[src/rtl/cdp_pkg.sv]
// Shared types for the parametrised countdown processor.
// The auto-reload option is selected with the CDP_AUTO_RELOAD_EN macro.
package cdp_pkg;

  typedef enum logic [1:0] {
    IDLE  = 2'd0,
    COUNT = 2'd1,
    DONE  = 2'd2
  } state_t;

  typedef enum logic [1:0] {
    HOLD = 2'd0,
    LOAD = 2'd1,
    DEC  = 2'd2
  } op_sel_t;

`ifdef CDP_AUTO_RELOAD_EN
  localparam bit RELOAD_EN = 1'b1;
`else
  localparam bit RELOAD_EN = 1'b0;
`endif

endpackage

[src/rtl/cdp_datapath.sv]
// X/Y registers of the countdown processor: saturating decrement of x,
// step counter y and zero detection, steered by the controller's op_sel/enables.
module cdp_datapath
  import cdp_pkg::*;
#(
  parameter int          WIDTH = 4,
  parameter int unsigned STEP  = 1
) (
  input  logic             clk,
  input  logic             reset,
  input  op_sel_t          op_sel,
  input  logic             en_x,
  input  logic             en_y,
  input  logic             y_clr,
  input  logic [WIDTH-1:0] load_val,
  output logic [WIDTH-1:0] x,
  output logic [WIDTH-1:0] y,
  output logic             zero,
  output logic             dec_zero
);

  localparam logic [WIDTH-1:0] STEP_W = WIDTH'(STEP);

  // Clamp at zero instead of wrapping when the remaining count is below STEP.
  function automatic logic [WIDTH-1:0] sat_dec(input logic [WIDTH-1:0] v);
    return (v > STEP_W) ? v - STEP_W : '0;
  endfunction

  always_ff @(posedge clk or negedge reset) begin
    if (!reset) begin
      x <= '0;
    end else if (en_x) begin
      case (op_sel)
        LOAD:    x <= load_val;
        DEC:     x <= sat_dec(x);
        default: x <= x;
      endcase
    end
  end

  always_ff @(posedge clk or negedge reset) begin
    if (!reset) begin
      y <= '0;
    end else if (y_clr) begin
      y <= '0;
    end else if (en_y) begin
      y <= y + WIDTH'(1);
    end
  end

  assign zero     = (x == '0);
  assign dec_zero = (sat_dec(x) == '0);

endmodule

[src/rtl/param_countdown_processor.sv]
// Countdown processor top: start/abort controller driving cdp_datapath.
// Define CDP_AUTO_RELOAD_EN to make DONE reload from the captured immediate.
module param_countdown_processor
  import cdp_pkg::*;
#(
  parameter int          WIDTH = 4,
  parameter int unsigned STEP  = 1
) (
  input  logic             clk,
  input  logic             reset,
  input  logic             start,
  input  logic             abort,
  input  logic [WIDTH-1:0] imm,
  output logic [WIDTH-1:0] x,
  output logic [WIDTH-1:0] y,
  output logic             busy,
  output logic             done,
  output logic             zero
);

  state_t           state, state_next;
  op_sel_t          op_sel;
  logic             en_x, en_y, y_clr, dec_zero;
  logic [WIDTH-1:0] load_val;
`ifdef CDP_AUTO_RELOAD_EN
  logic [WIDTH-1:0] imm_q;
`endif

  always_comb begin
    state_next = state;
    op_sel     = HOLD;
    en_x       = 1'b0;
    en_y       = 1'b0;
    y_clr      = 1'b0;
    load_val   = imm;
    case (state)
      IDLE: begin
        if (!abort && start) begin
          op_sel     = LOAD;
          en_x       = 1'b1;
          y_clr      = 1'b1;
          state_next = (imm == '0) ? DONE : COUNT;
        end
      end
      COUNT: begin
        if (abort) begin
          state_next = IDLE;
        end else begin
          op_sel = DEC;
          en_x   = 1'b1;
          en_y   = 1'b1;
          if (dec_zero) state_next = DONE;
        end
      end
      DONE: begin
        if (abort) begin
          state_next = IDLE;
        end else begin
`ifdef CDP_AUTO_RELOAD_EN
          op_sel     = LOAD;
          en_x       = 1'b1;
          y_clr      = 1'b1;
          load_val   = imm_q;
          state_next = (imm_q == '0) ? DONE : COUNT;
`else
          state_next = IDLE;
`endif
        end
      end
      default: state_next = IDLE;
    endcase
  end

  // busy/done are derived from the next state so they line up with x/y.
  always_ff @(posedge clk or negedge reset) begin
    if (!reset) begin
      state <= IDLE;
      busy  <= 1'b0;
      done  <= 1'b0;
`ifdef CDP_AUTO_RELOAD_EN
      imm_q <= '0;
`endif
    end else begin
      state <= state_next;
      done  <= (state_next == DONE);
      busy  <= RELOAD_EN ? (state_next != IDLE) : (state_next == COUNT);
`ifdef CDP_AUTO_RELOAD_EN
      if (state == IDLE && start && !abort) imm_q <= imm;
`endif
    end
  end

  cdp_datapath #(
    .WIDTH (WIDTH),
    .STEP  (STEP)
  ) u_datapath (
    .clk      (clk),
    .reset    (reset),
    .op_sel   (op_sel),
    .en_x     (en_x),
    .en_y     (en_y),
    .y_clr    (y_clr),
    .load_val (load_val),
    .x        (x),
    .y        (y),
    .zero     (zero),
    .dec_zero (dec_zero)
  );

endmodule
[config.mk]
export PLATFORM = sky130hd
export DESIGN_NAME = param_countdown_processor
export DESIGN_NICKNAME = d
export VERILOG_FILES = /design/src/rtl/cdp_pkg.sv /design/src/rtl/cdp_datapath.sv /design/src/rtl/param_countdown_processor.sv
export SDC_FILE = /design/constraint.sdc
export NUM_CORES = 1
export LEC_CHECK = 0
export CAP_MARGIN = 20
export CORE_UTILIZATION = 30
export DETAILED_ROUTE_END_ITERATION = 8
export GPL_TIMING_DRIVEN = 0
export HOLD_SLACK_MARGIN = 0.03
export PLACE_DENSITY = 0.55
export SYNTH_ARGS = -nofsm -noshare
export SYNTH_HDL_FRONTEND = slang
export SYNTH_HIERARCHICAL = 1
export SYNTH_SLANG_ARGS = --single-unit
[constraint.sdc]
create_clock -name clk -period 2.1 [get_ports clk]
set_input_delay 0.525 -clock clk [delete_from_list [all_inputs] [get_ports clk]]
set_output_delay 0.525 -clock clk [all_outputs]
set_load 0.02 [all_outputs]
==> summary.txt <==
largest net degree at the start of global routing: 13
CP most frequent cell: inv_2
clk_lat worst skew: 270 ps
post-DR vias/cell: 4.81
unrepaired setup endpoints after global routing: no
Psw: 486 uW
Mapped Nets: 85
HP Start: u_datapath/y[3]
Port Buffers: 18
adder-cell area share of the yosys netlist: 9.14%
Compound-Gate Fraction of Synth Area: 15.2%
First-pass DRT Iterations: 4
WHS Path Cells: 2
part of the power in registers: 34.5%
CP peak stage delay: 570 ps
initial core utilization: 33.2%
placed wire-length estimate: 1070 microns
Final Max Slew Viols: 0
placed cell areas: 898 sq um
worst r2r src: state[1]
delay-heaviest family, CP: simple AND/OR/NAND/NOR gates
Worst Skew: 5.58 ps
CTS tree: built
largest family of logic cells by synthesized area: simple AND/OR/NAND/NOR gates
share of cells above drive strength 1: 15.5%
crit path max fanout: 8
clk root buf: clkbuf_4
worst reg2reg endpoint: u_datapath/x[3]
initial antenna violation count: 0
first-pass GRT wire length: 2730 microns
crit path capture type: flip-flop
# placed instances: 117
CP bufs+invs: 3
Yosys cell types: 27
Die Y: 49.8 microns
Worst-Margin Slew: 541 ps
Pwr Total: 1190 uW
finished layout cell area: 976 sq um
Critical Path Start Type: flip-flop
CP Class: reg2reg
vias in the first global route: 587
Peak Freq: 503 MHz
Post-Layout Cell Count: 124
Clk pwr share: 15.1%
outcome: finished, final reports clean
Tmin final: 1990 ps
multiplexer share of the synthesized area: 1.46%
final-report hold violation count: 0
most common cell in the netlist: nor2_1
sequential area share after synthesis: 43.9%
Comb pwr share: 50.4%
Post-synth top flop: dfrtp_1
Max Buffers Root-to-Sink: 2
Synth Area in Simple Gates: 20.8%
Internal: 706 uW
synth warn: 6
Rows: 16
Core Region: 2060 sq um
Die X: 49.8 microns
Critical-path top delay cell: or4b_4
Synth-to-Final Area Change: 42.6%
largest area contributor in the netlist: dfrtp_1
average wire per standard cell: 11.8 microns
CTS sink cnt: 12
total gr overflow: 0
drt initial violations: 10
Yosys top cell area share: 43.9%
largest cells by area after synthesis: dfrtp_1 (44%), ha_1 (9.1%), nor2_1 (7.1%), inv_1 (4.9%), nor2b_1 (2.7%)
XOR/XNOR Fraction of Synth Area: 3.84%
Max-Slew Margin vs Limit: 63.8%
CTS Hold Buffers Added: 0
Ports: 19
VDD IR max: 0.000846 V
Worst EP arrival: 2140 ps
Clk pin slew, worst setup/hold paths: 80 ps
hold crit path type: reg2reg
Power Density: 1220 nW/um^2
reg2reg setup slack: 110 ps
crit path cell chain: or4b_4, inv_2, inv_2, ha_4, nor2b_1, buf_4, o21ai_2, a22o_1
CTS Buf Count: 3
Mapped Cells: 72
H-tree depth: 1
max_cap viols: 0
R2R cell count: 8
worst slack at placement: -484 ps
Net Sw Frac: 40.8%
worst path required time: 2250 ps
Die ar.: 2480 sq um
Static Leak: 0.000466 uW
WHS Endpoint: u_datapath/y[3]
Antenna Diode Count: 0
vias post-DR: 596
Final Cycle Share: 94.7%
synth cell count leaders: nor2_1 (13), dfrtp_1 (12), inv_1 (9)
syn avg cell area: 9.51 sq um
gpl congestion: 0.849
Total Neg Setup Slack: 0 ps
final antenna-violating net count: 0
Post-Syn Area: 684 sq um
Async SR Flop Fraction: 100%
DRC: 0
flops & latches, synth: 12
Final WS setup: 111 ps
Finish-stage setup viols: 0
Fill cells: 206
GR Util All Layers: 14.5%
Post-synth EDFFs: 0
nets@finish: 111
Routed WL: 1460 microns
-- routing by layer --
metal  share of wire, %  track usage (%)  vias up
met2                 46             23.2       18
met1                 47             18.6      275
li1                   -                -      303
met3                6.0             5.56        0
met5                  0                0        -
met4                  0             2.86        0
-- cell families after synthesis --
kind of cell             count (synthesis)
AND/OR/NAND/NOR                         27
buffers and inverters                   10
adder cells (fa/ha/maj)                  5
multiplexers                             1
XOR/XNOR                                 3
AO/OA/AOI/OAI                           14
flip-flops                              12
-- power by group through the flow --
| stage | clock network (uW) | registers (uW) | logic, uW |
|---|---|---|---|
| floorplan | 0 | 476 | 275 |
| global placement | 0 | 416 | 564 |
| detailed placement | 0 | 418 | 573 |
| CTS | 186 | 414 | 601 |
| global route | 198 | 430 | 668 |
| finish | 180 | 411 | 601 |
-- through the flow --
stage	hold WS, ps	utilization, %
finish	546	47.3
floorplan	229	-
CTS	552	47.2
global placement	526	43.6
detailed placement	539	43.6
global route	599	47.3
-- cell type report --
class / count / area, sq um / area share, %
plain buffers: 1 / 7.51 / 0.769
clock buffers: 4 / 36.3 / 3.72
inverters: 9 / 33.8 / 3.46
multi-input cells: 50 / 362 / 37.1
flip-flops and latches: 12 / 300 / 30.8
well taps: 27 / 33.8 / 3.46
repair buffers: 21 / 203 / 20.8
-- what timing repair did --
item | in CTS | in global routing
cloned | 0 | 0
setup endpoints to repair | 5 | 5
pin swaps | 1 | 2
buffers inserted | 3 | 0
gates resized for setup | 8 | 7
-- placed cells by master (no fill, tap or decap), drive strengths merged, types with 2 or more instances in the layout --
master	n
clkdlybuf4s50	15
nor2	13
dfrtp	12
inv	9
ha	5
clkbuf	5
buf	4
o21ai	4
nor2b	3
nand2	3
xor2	2
a22o	2
o311ai	2
a31oi	2
nor3	2
-- worst max path at each step --
stage / from / to / depth (start not counted) / slack (ps)
6_report: state[1] / u_datapath/x[3] / 8 / 110
5_1_grt: state[1] / u_datapath/x[3] / 8 / 30
3_5_place_dp: abort / u_datapath/x[3] / 9 / -480
4_1_cts: start / u_datapath/x[3] / 9 / 1
2_1_floorplan: abort / u_datapath/x[3] / 8 / 60
3_3_place_gp: abort / u_datapath/x[3] / 9 / -480
-- registers in the layout, indices dropped and copies added, names as in the netlist --
| signal | count |
|---|---|
| done | 1 |
| u_datapath/y | 4 |
| u_datapath/x | 4 |
| busy | 1 |
| state | 2 |
-- worst register-to-register path: stages, from the launching register on --
cell and delay (ps):
dfrtp_1 460, or4b_4 570, inv_2 60, inv_2 40, ha_4 220, nor2b_1 100, buf_4 150, o21ai_2 50
a22o_1 230
No activity file was read; power rests on OpenSTA's default activity.
